### config.mk
export PLATFORM = sky130hd
export DESIGN_NAME = ni_pkt_tx_flat
export DESIGN_NICKNAME = d
export VERILOG_FILES = /design/src/rtl/ravenoc_pkg.sv /design/src/rtl/ni_pkt_tx_if.sv /design/src/rtl/ni_pkt_tx.sv /design/src/flat_wrapper.sv
export SDC_FILE = /design/constraint.sdc
export NUM_CORES = 1
export LEC_CHECK = 0
export CORE_MARGIN = 3
export CORE_UTILIZATION = 35
export DETAILED_ROUTE_END_ITERATION = 8
export GPL_ROUTABILITY_DRIVEN = 0
export PLACE_DENSITY = 0.67
export SYNTH_ARGS = -nofsm -noshare
export SYNTH_HDL_FRONTEND = slang
export SYNTH_SLANG_ARGS = --single-unit
### constraint.sdc
create_clock -name clk -period 2.4 [get_ports clk]
set_input_delay 0.36 -clock clk [delete_from_list [all_inputs] [get_ports clk]]
set_output_delay 0.36 -clock clk [all_outputs]
set_load 0.005 [all_outputs]
### src/rtl/ravenoc_pkg.sv
// Shared NoC types: flit request/response structs, flit-type enum, coordinate/length widths and HEAD layout.
package ravenoc_pkg;

  localparam int FLIT_WIDTH  = 34;
  localparam int FLIT_DATA_W = 32;
  localparam int XWIDTH      = 4;
  localparam int YWIDTH      = 4;
  localparam int PKT_WIDTH   = 10;
  localparam int HEAD_RSVD_W = FLIT_DATA_W - XWIDTH - YWIDTH - PKT_WIDTH;

  typedef enum logic [1:0] {
    HEAD_FLIT = 2'd0,
    BODY_FLIT = 2'd1,
    TAIL_FLIT = 2'd2
  } flit_type_t;

  typedef enum logic [1:0] {
    ST_IDLE = 2'd0,
    ST_BODY = 2'd1,
    ST_DROP = 2'd2
  } tx_state_t;

  // HEAD payload, MSB-first: destination X, destination Y, payload length, zero pad
  typedef struct packed {
    logic [XWIDTH-1:0]      x_dest;
    logic [YWIDTH-1:0]      y_dest;
    logic [PKT_WIDTH-1:0]   pkt_len;
    logic [HEAD_RSVD_W-1:0] rsvd;
  } s_head_t;

  typedef struct packed {
    logic [FLIT_WIDTH-1:0] fdata;
    logic                  valid;
  } s_flit_req_t;

  typedef struct packed {
    logic ready;
  } s_flit_resp_t;

  function automatic logic [FLIT_WIDTH-1:0] mk_flit(input flit_type_t t,
                                                    input logic [FLIT_DATA_W-1:0] d);
    return {t, d};
  endfunction

  function automatic logic [FLIT_DATA_W-1:0] mk_head(input logic [XWIDTH-1:0] x,
                                                     input logic [YWIDTH-1:0] y,
                                                     input logic [PKT_WIDTH-1:0] len);
    s_head_t h;
    h = '{x_dest: x, y_dest: y, pkt_len: len, rsvd: '0};
    return h;
  endfunction

endpackage

### src/rtl/ni_pkt_tx_if.sv
// Command, payload and router-facing flit signals of the packet transmitter.
interface ni_pkt_tx_if;
  import ravenoc_pkg::*;

  logic                   pkt_valid_i;
  logic                   pkt_ready_o;
  logic [XWIDTH-1:0]      pkt_x_dest_i;
  logic [YWIDTH-1:0]      pkt_y_dest_i;
  logic [PKT_WIDTH-1:0]   pkt_len_i;
  logic                   pld_valid_i;
  logic                   pld_ready_o;
  logic [FLIT_DATA_W-1:0] pld_data_i;
  s_flit_req_t            flit_req_o;
  s_flit_resp_t           flit_resp_i;
  logic                   err_o;
  logic                   busy_o;

  modport master (
    output pkt_valid_i, pkt_x_dest_i, pkt_y_dest_i, pkt_len_i,
    output pld_valid_i, pld_data_i, flit_resp_i,
    input  pkt_ready_o, pld_ready_o, flit_req_o, err_o, busy_o
  );

  modport slave (
    input  pkt_valid_i, pkt_x_dest_i, pkt_y_dest_i, pkt_len_i,
    input  pld_valid_i, pld_data_i, flit_resp_i,
    output pkt_ready_o, pld_ready_o, flit_req_o, err_o, busy_o
  );

endinterface

### src/rtl/ni_pkt_tx.sv
// Packet transmitter: command + payload words -> HEAD/BODY/TAIL flits, flit valid one cycle after accept.
// The flit register holds until router ready; both command and payload handshakes stall behind it.
module ni_pkt_tx
  import ravenoc_pkg::*;
#(
  parameter int ROUTER_X_ID = 0,
  parameter int ROUTER_Y_ID = 0,
  parameter int MAX_SZ_PKT  = 256
) (
  input  logic       clk,
  input  logic       arst,
  ni_pkt_tx_if.slave nif
);

  localparam int          CNT_W   = $clog2(MAX_SZ_PKT + 1);
  localparam int unsigned MAX_LEN = MAX_SZ_PKT;

  tx_state_t        state_q, state_d;
  s_flit_req_t      flit_q, flit_d;
  logic [CNT_W-1:0] cnt_q, cnt_d;
  logic             err_q, err_d;

  logic pkt_rdy, pld_rdy, busy;
  logic out_free, cmd_acc, pld_acc;
  logic is_local, too_long, has_pld, last_word;

  assign out_free  = !flit_q.valid || nif.flit_resp_i.ready;
  assign cmd_acc   = nif.pkt_valid_i && pkt_rdy;
  assign pld_acc   = nif.pld_valid_i && pld_rdy;
  assign is_local  = (nif.pkt_x_dest_i == XWIDTH'(ROUTER_X_ID)) &&
                     (nif.pkt_y_dest_i == YWIDTH'(ROUTER_Y_ID));
  assign too_long  = 32'(nif.pkt_len_i) > MAX_LEN;
  assign has_pld   = nif.pkt_len_i != '0;
  assign last_word = cnt_q == CNT_W'(1);

  always_ff @(posedge clk or posedge arst) begin
    if (arst) state_q <= ST_IDLE;
    else      state_q <= state_d;
  end

  // Oversized commands are swallowed outright, so length is checked before locality
  always_comb begin
    state_d = state_q;
    case (state_q)
      ST_IDLE: if (cmd_acc && !too_long && has_pld) state_d = is_local ? ST_DROP : ST_BODY;
      ST_BODY,
      ST_DROP: if (pld_acc && last_word) state_d = ST_IDLE;
      default: state_d = ST_IDLE;
    endcase
  end

  always_comb begin
    pkt_rdy = 1'b0;
    pld_rdy = 1'b0;
    case (state_q)
      ST_IDLE: pkt_rdy = out_free && !arst;
      ST_BODY: pld_rdy = out_free;
      ST_DROP: pld_rdy = 1'b1;
      default: ;
    endcase
    busy = (state_q != ST_IDLE) || flit_q.valid;
  end

  always_comb begin
    flit_d = flit_q;
    cnt_d  = cnt_q;
    err_d  = 1'b0;
    if (out_free) flit_d.valid = 1'b0;
    if (cmd_acc) begin
      err_d = is_local || too_long;
      if (!too_long) cnt_d = nif.pkt_len_i[CNT_W-1:0];
      if (!is_local && !too_long) begin
        flit_d.fdata = mk_flit(HEAD_FLIT, mk_head(nif.pkt_x_dest_i, nif.pkt_y_dest_i, nif.pkt_len_i));
        flit_d.valid = 1'b1;
      end
    end
    if (pld_acc) begin
      cnt_d = cnt_q - CNT_W'(1);
      if (state_q == ST_BODY) begin
        flit_d.fdata = mk_flit(last_word ? TAIL_FLIT : BODY_FLIT, nif.pld_data_i);
        flit_d.valid = 1'b1;
      end
    end
  end

  always_ff @(posedge clk or posedge arst) begin
    if (arst) begin
      flit_q <= '0;
      cnt_q  <= '0;
      err_q  <= 1'b0;
    end else begin
      flit_q <= flit_d;
      cnt_q  <= cnt_d;
      err_q  <= err_d;
    end
  end

  assign nif.pkt_ready_o = pkt_rdy;
  assign nif.pld_ready_o = pld_rdy;
  assign nif.flit_req_o  = flit_q;
  assign nif.err_o       = err_q;
  assign nif.busy_o      = busy;

endmodule

### src/flat_wrapper.sv
// flat-port wrapper written by rule: the top's interface ports become plain ports
module ni_pkt_tx_flat import ravenoc_pkg::*;
#(
  parameter int ROUTER_X_ID = 0,
  parameter int ROUTER_Y_ID = 0,
  parameter int MAX_SZ_PKT  = 256
)
  (clk, arst, nif_pkt_valid_i, nif_pkt_x_dest_i, nif_pkt_y_dest_i, nif_pkt_len_i, nif_pld_valid_i, nif_pld_data_i, nif_flit_resp_i, nif_pkt_ready_o, nif_pld_ready_o, nif_flit_req_o, nif_err_o, nif_busy_o);
  ni_pkt_tx_if nif_i ();
  input  logic clk;
  input  logic arst;
  input wire logic [$bits(nif_i.pkt_valid_i)-1:0] nif_pkt_valid_i;
  input wire logic [$bits(nif_i.pkt_x_dest_i)-1:0] nif_pkt_x_dest_i;
  input wire logic [$bits(nif_i.pkt_y_dest_i)-1:0] nif_pkt_y_dest_i;
  input wire logic [$bits(nif_i.pkt_len_i)-1:0] nif_pkt_len_i;
  input wire logic [$bits(nif_i.pld_valid_i)-1:0] nif_pld_valid_i;
  input wire logic [$bits(nif_i.pld_data_i)-1:0] nif_pld_data_i;
  input wire logic [$bits(nif_i.flit_resp_i)-1:0] nif_flit_resp_i;
  output wire logic [$bits(nif_i.pkt_ready_o)-1:0] nif_pkt_ready_o;
  output wire logic [$bits(nif_i.pld_ready_o)-1:0] nif_pld_ready_o;
  output wire logic [$bits(nif_i.flit_req_o)-1:0] nif_flit_req_o;
  output wire logic [$bits(nif_i.err_o)-1:0] nif_err_o;
  output wire logic [$bits(nif_i.busy_o)-1:0] nif_busy_o;
  assign nif_i.pkt_valid_i = nif_pkt_valid_i;
  assign nif_i.pkt_x_dest_i = nif_pkt_x_dest_i;
  assign nif_i.pkt_y_dest_i = nif_pkt_y_dest_i;
  assign nif_i.pkt_len_i = nif_pkt_len_i;
  assign nif_i.pld_valid_i = nif_pld_valid_i;
  assign nif_i.pld_data_i = nif_pld_data_i;
  assign nif_i.flit_resp_i = nif_flit_resp_i;
  assign nif_pkt_ready_o = nif_i.pkt_ready_o;
  assign nif_pld_ready_o = nif_i.pld_ready_o;
  assign nif_flit_req_o = nif_i.flit_req_o;
  assign nif_err_o = nif_i.err_o;
  assign nif_busy_o = nif_i.busy_o;
  ni_pkt_tx #(.ROUTER_X_ID(ROUTER_X_ID), .ROUTER_Y_ID(ROUTER_Y_ID), .MAX_SZ_PKT(MAX_SZ_PKT)) u_core (.clk(clk), .arst(arst), .nif(nif_i));
endmodule
Yosys cells after proc, flatten, opt, wreduce, memory -nomap -nowiden:

Cells that the tools add are included.

* add/sub/neg operators: 1
* multipliers: 0
* divide/modulo/power cells: 0
* $lt $le $gt $ge: 1
* equal/unequal tests: 6
* shift operators: 0
* mux-type cells: 16
* bitwise logic cells: 0
* reductions and logical operators: 24

Operator list (count)
* 35-bit 2-to-1 mux: 4
* 9-bit 2-to-1 mux: 3
* 10-bit by 9-bit > comparator with 1-bit output, second input constant: 1
* 10-bit nonzero test: 1
* 9-bit by 1-bit equality test with 1-bit output, second input constant: 1
* 9-bit by 1-bit subtractor with 9-bit output, second input constant: 1
* 1-bit logical AND: 8
* 4-bit logical NOT: 2
* 2-bit 2-to-1 mux: 4
* 2-bit by 1-bit inequality test with 1-bit output, second input constant: 3
* 1-bit logical NOT: 4
* 2-bit case mux with 2 select lines: 1
* 2-bit AND reduction: 2
* 2-bit nonzero test: 2
* 1-bit logical OR: 3
* 1-bit 2-to-1 mux: 3
* 2-bit by 1-bit equality test with 1-bit output, second input constant: 1
* 2-bit equality test, second input constant: 1
* 2-bit logical NOT: 1
* 1-bit case mux with 2 select lines: 1
* 2-bit OR reduction: 1

* bits in registers: 47
* latch bits: 0
* bits in writable memories: 0
* memory bits (read-only): 0
* input bits: 55
* output and inout bits: 39
* logic and storage cells: 53
* memories: 0

Logic depth before layout (Yosys ltp):

* word-level depth: 9
* gate-level depth with buffers: 10
* depth with buffers taken out: 8

Worst setup path after synthesis:

Ideal clock, no wire load.

* path kind: input to register
* start: input port arst
* end: register u_core.flit_q, in the netlist u_core.nif.flit_req_o[32]
* library setup time: 0.124 ns
* arrival time: 2.715 ns
* required time: 2.276 ns
* slack: -0.439 ns
* stages: 7
* buffers on the path: 2
* cell sequence: inv_1 > nand4_1 > or3_1 > buf_6 > buf_6 > a221oi_2 > nor2_1

RTL lines
* start: declaration: RTL line flat_wrapper.sv:11 `input logic arst;`
* end signal: assignment: RTL line ni_pkt_tx.sv:92 `flit_q <= flit_d;`
* end: declaration: RTL line ni_pkt_tx.sv:19 `s_flit_req_t flit_q, flit_d;`

==> impl_metrics.tcl <==
set metrics [dict create \
    status "completed" \
    use_met2_pct 32.9 \
    pin_count 94 \
    cts_sinks 47 \
    vias 2422 \
    grt.overflow.total 0 \
    place_hpwl_um 5400 \
    syn-instance-count 261 \
    antenna_cells 0 \
    drive_gt1_share_pct 15.8 \
    grt_pass1_wl_um 11600 \
    hold_buffers 0 \
    start_util_pct 36.5 \
    netlist_area_sq_mm 0.00234 \
    coreArea_sq_mm 0.00642 \
    nNetsFinal 446 \
    startpoint_type "input port" \
    drc 0 \
    setup_viol 0 \
    synth_seq_cells 47 \
    cts_made_buffers 5 \
    synthArstFlopShare_pct 100 \
    seq_area_frac_synth_pct 50.2 \
    multiInputGateArea_sq_mm 0.00110 \
    fmaxAchievable_ghz 0.430 \
    wl_um 7200 \
    min_period_over_period_pct 96.9 \
    antenna_found_initial 0 \
    slowest_stage "or4_4" \
    tritoncts "done" \
    grt_pass1_vias 2439 \
    arrival_ps 2500 \
    whs_ps 447 \
    busiest_layer "met2" \
    vias_per_cell 5.22 \
    path_class "in -> reg" \
    worst-path-max-fanout 14 \
    ys_top_cells_by_count "dfrtp_1 (47), nand2_1 (47), nor2_1 (32), a21oi_1 (26), nand3_1 (24)" \
    yosys-top-cells-area "dfrtp_1 (50%), nand2_1 (7.5%), a21oi_1 (5.5%)" \
    period_needed_ps 2330 \
    use_met1_pct 23.9 \
    worstPathRequired_ps 2580 \
    synth.distinct_cells 38 \
    num_rows 29 \
    synth_edf_count 0 \
    syn_avg_cell_area_sq_um 8.98 \
    synth_top_area_cell "dfrtp_1" \
    finalPower_mw 3.25 \
    clk_pin_slew_ps 90 \
    yosysWarnings 0 \
    final.fill_count 600 \
    register_area_sq_mm 0.00118 \
    clock_skew_ps 4.47 \
    hold_viol 0 \
    chipHeight_um 87.9 \
    die_w_um 87.9 \
    cts_root_buf "clkbuf_8" \
    worst_slew_pin_slew_ps 494 \
    cp-end-kind "register" \
    fp.dieArea_sq_mm 0.00772 \
    max_stage_delay_ps 560 \
    min_path_type "in -> async" \
    clk_latency_ps 290 \
    synthToLayoutAreaGrowth_pct 59.8 \
    portBuffers 93 \
    synth-main-ff-cell "dfrtp_1" \
    power.density_mw_per_mm2 868 \
    crit_path_cell_trace "clkdlybuf4s50_1 -> or4_4 -> o21a_4 -> or3_1 -> buf_4 -> a221oi_1 -> nor2_1" \
    maxSlewViolCount 0 \
    synth_nets 321 \
    setup-tns-final_ps 0 \
    track_usage_pct 19.2 \
    rsz0062_at_grt "true" \
    use_met3_pct 6.02 \
    drtAntennaViolNets 0 \
    routedWlPerCell_um 15.5 \
    htree_levels 2 \
    drt_iter0_drc 124 \
    max-slew-margin-rel_pct 67.0 \
    grt_max_degree 40 \
    ir_drop_v 0.000407 \
    synth.top_cell.area_share_pct 50.2 \
    leakage_nw 1.67 \
    clock_path_buffers 2 \
    firstDrtPassIters 4 \
    cap_violations 0 \
]
## stage by stage
step	utilization, %	setup WS (ps)	cell area [sq um]	cells
2_1_floorplan	-	75.6	2350	261
3_3_place_gp	56.2	-205	3610	453
3_5_place_dp	56.2	-243	3610	453
4_1_cts	57.7	32.7	3710	462
5_1_grt	58.3	-23.3	3750	464
6_report	58.3	73.4	3750	464
## routing by layer
metal | up-vias | share of wire [%]
li1 | 1167 | -
met1 | 1164 | 42
met2 | 85 | 50
met3 | 6 | 7.7
met4 | 0 | 0.74
met5 | - | 0
## worst max-delay path: cells and delay by family
| kind | cells | cell delay (ps) |
|---|---|---|
| AND/OR/NAND/NOR | 3 | 1020 |
| buffers and inverters | 2 | 630 |
| AO/OA/AOI/OAI | 2 | 490 |
## report_power, final
group	internal, mW	switching, mW	leakage (nW)
clock network	0.204	0.268	0.0412
registers	1.12	0.239	0.599
logic	0.883	0.535	1.03
total	2.21	1.04	1.67
## repair_timing
item / 4_1_cts / 5_1_grt
resized for setup: 2 / 3
setup endpoints to repair: 1 / 5
buffers inserted: 1 / 2
endpoints found under the hold margin: 0 / 0
## worst paths after layout
kind / endpoint / slack [ps] / cells past startpoint / from
max in group asynchronous: u_core.nif.flit_req_o[4] / 1450 / 3 / arst
worst min-delay path: u_core.cnt_q[2] / 450 / 3 / arst
worst min register to register: u_core.nif.flit_req_o[24] / 510 / 2 / u_core.nif.flit_req_o[24]
worst max register to register: u_core.state_q[0] / 200 / 5 / u_core.cnt_q[5]
min in group clk: u_core.nif.flit_req_o[24] / 510 / 2 / u_core.nif.flit_req_o[24]
worst max-delay path: u_core.nif.flit_req_o[30] / 70 / 7 / nif_pkt_len_i[3]
## sequential cells by signal (all words and copies together), names as in the netlist
signal	flops
u_core.cnt_q	9
u_core.nif.err_o	1
u_core.state_q	2
u_core.nif.flit_req_o	35
## cell families (layout without fill, tap and decap cells)
| kind of cell | Yosys count | after routing | synth area share [%] |
|---|---|---|---|
| compound gates | 53 | 53 | 15.5 |
| fa+ha+maj | 5 | 5 | 2.67 |
| buf+inv | 22 | 148 | 4.38 |
| flops | 47 | 47 | 50.2 |
| mux | 4 | 4 | 1.87 |
| simple gates | 130 | 130 | 25.5 |
## layout by cell type (no fill, tap or decap), types with 2 or more instances in the layout
cell,synthesis,final
clkdlybuf4s50_1,0,93
a221oi_1,5,4
ha_1,5,4
nand2_1,47,47
nor2_1,32,32
dfrtp_1,47,47
o221a_2,3,3
clkinv_2,0,2
a211oi_1,2,2
nor3_1,5,5
a21oi_1,26,26
o32ai_1,2,2
nand2b_1,4,4
inv_1,8,7
a221oi_2,1,2
or4_4,2,2
a311o_1,2,2
clkinvlp_4,0,2
or3_1,2,2
buf_12,0,3
nand3_1,24,24
a31oi_1,5,4
clkbuf_8,0,5
buf_4,0,35
and2_1,2,2
o21ai_0,2,2
and3_1,3,3
nand4_1,2,2
or4_1,3,3
mux2_2,3,3
## layout make-up
class | count | share of cell area, %
sequential | 47 | 31.4
clock buffer | 6 | 1.94
inverter | 9 | 1.04
tap | 77 | 2.57
clock inverter | 2 | 0.334
multi-input combinational | 192 | 29.3
timing repair buffer | 131 | 33.5
Note: power is estimated with default switching activity, not from simulation.
==> edit: new RTL, same settings <==
Reset style: synchronous (`arst`), changed in 2 clocked blocks.
--- a/src/rtl/ni_pkt_tx.sv
+++ b/src/rtl/ni_pkt_tx.sv
@@ -33,7 +33,7 @@
   assign has_pld   = nif.pkt_len_i != '0;
   assign last_word = cnt_q == CNT_W'(1);
 
-  always_ff @(posedge clk or posedge arst) begin
+  always_ff @(posedge clk) begin
     if (arst) state_q <= ST_IDLE;
     else      state_q <= state_d;
   end
@@ -83,7 +83,7 @@
     end
   end
 
-  always_ff @(posedge clk or posedge arst) begin
+  always_ff @(posedge clk) begin
     if (arst) begin
       flit_q <= '0;
       cnt_q  <= '0;
Check against the original RTL: differs if arst is asserted again (counterexample within 4 cycles, from zero or initial values and one cycle with arst high); with arst held inactive, the same outputs for 10 cycles.
==> edit against the unedited design <==
- wire length is 1.4% lower
- design area is 6.3% lower
- count of clock-buffer cells in the layout decreased by 1
- area after synthesis shrank 3.1%
- sequential cell count is the same
- setup slack improved by 170 ps
Power is not compared: it rests on default switching activity, and its combinational part moved more than twofold at a synthesized area within 25%.
==> edit: results (changes against the unedited design) <==
[drt]
detail_route.iter0.violations=157  ; +27%
wire_per_inst_um=15.7  ; +1.4%

[critical_path]
crit_family=buffers and inverters
cp_max_fo=5  ; -9
worst_path_largest_cell_delay_ps=510  ; -50 ps
critical-path-slowest-cell=clkdlybuf4s50_1
worstPathArrival_ps=1800  ; -700 ps
r2r_cells=7  ; +2

[finish]
fin_nets=435  ; -2.5%
num-fill-cells=597  ; -0.50%
drive_gt1_frac=0.117  ; -0.0406

[place]
hpwl_um=5090  ; -5.9%
io_buffers=93  ; unchanged

[synthesis]
async_flop_share=0  ; -1.00
synth_seq_area_share=0.414  ; -0.0875
netlist_area_mm2=0.00227  ; -3.1%
netlist_top_cells_area=dfxtp_1, a2bb2oi_1, nand2_1
ys_types=49  ; +29%

[outcome]
status=completed

[global_routing]
grt_pass1_wl_um=11400  ; -1.3%
first_global_vias=2364  ; -3.1%
grt_util_all_layers=0.191  ; -0.00107
grt_max_degree=47  ; +18%

[timing]
fin_worst_skew_ps=10.6  ; +6.13 ps

[cts]
cts_resized=0  ; -2
h-tree-depth=2  ; unchanged
clk_latency_ps=310  ; +20 ps

[hold_path]
hold_path.class=reg -> reg

==> edit: changes by cell type after synthesis, sizes merged, moves of 4 or more <==
cell / unedited run / this run
inv: 8 / 4
dfxtp: 0 / 47
nand3: 24 / 11
dfrtp: 47 / 0
a2bb2oi: 0 / 19
a21oi: 26 / 13
clkbuf: 7 / 12
nand2: 47 / 40
nor2: 32 / 40
a311oi: 0 / 9
nor3: 5 / 13
nor4: 1 / 5
==> edit: final timing paths <==
kind / from / slack [ps] / end
hold / removal: u_core.nif.flit_req_o[17] / 490 / u_core.nif.flit_req_o[17]
hold reg to reg: u_core.nif.flit_req_o[17] / 490 / u_core.nif.flit_req_o[17]
setup / recovery: nif_flit_resp_i / 240 / nif_pkt_ready_o
setup reg to reg: u_core.state_q[0] / 320 / u_core.cnt_q[4]
==> edit: tightest hold or removal path, cell delays in order, from the launching register on <==
cell and delay, ps:
dfxtp_1 320, nand2_1 50, a311oi_1 80
==> edit: through the flow <==
stage               setup slack, ps  power, W  instances  setup TNS (ps)  cell area (um^2)
floorplan                       422  0.000890        270               0              2270
global placement              -8.63   0.00104        443           -21.9              3390
detailed placement            -54.5   0.00104        443            -146              3390
CTS                             238   0.00165        451               0              3510
global route                    101   0.00171        451               0              3510
finish                          240   0.00163        451               0              3510
==> edit: cells by family (layout without fill, tap and decap cells) <==
family | count (synthesis) | after routing | share of synthesized area
xor+xnor | 1 | 1 | 0.00386
simple gates | 128 | 128 | 0.270
fa+ha+maj | 5 | 5 | 0.0275
buf+inv | 21 | 127 | 0.0451
flops | 47 | 47 | 0.414
compound gates | 68 | 68 | 0.239
==> edit: layer usage <==
| metal | vias to the layer above | part of all wire | track usage |
|---|---|---|---|
| met5 | - | 0 | 0 |
| met1 | 1122 | 0.46 | 0.253 |
| li1 | 1199 | - | - |
| met3 | 11 | 0.094 | 0.0751 |
| met2 | 79 | 0.43 | 0.287 |
| met4 | 0 | 0.015 | 0.0581 |
==> edit: area by class of cell <==
| class | instances | area share |
|---|---|---|
| tap | 75 | 0.0267 |
| inverter | 4 | 0.00428 |
| sequential | 47 | 0.268 |
| timing repair buffer | 115 | 0.318 |
| clock inverter | 3 | 0.0132 |
| multi-input combinational | 202 | 0.350 |
| clock buffer | 5 | 0.0196 |
==> edit: power by group through the flow <==
stage           logic, W  registers [W]  clock network (W)
2_1_floorplan  0.0000736       0.000817                  0
3_3_place_gp    0.000222       0.000817                  0
3_5_place_dp    0.000222       0.000817                  0
4_1_cts         0.000223       0.000799           0.000623
5_1_grt         0.000238       0.000801           0.000667
6_report        0.000222       0.000800           0.000613
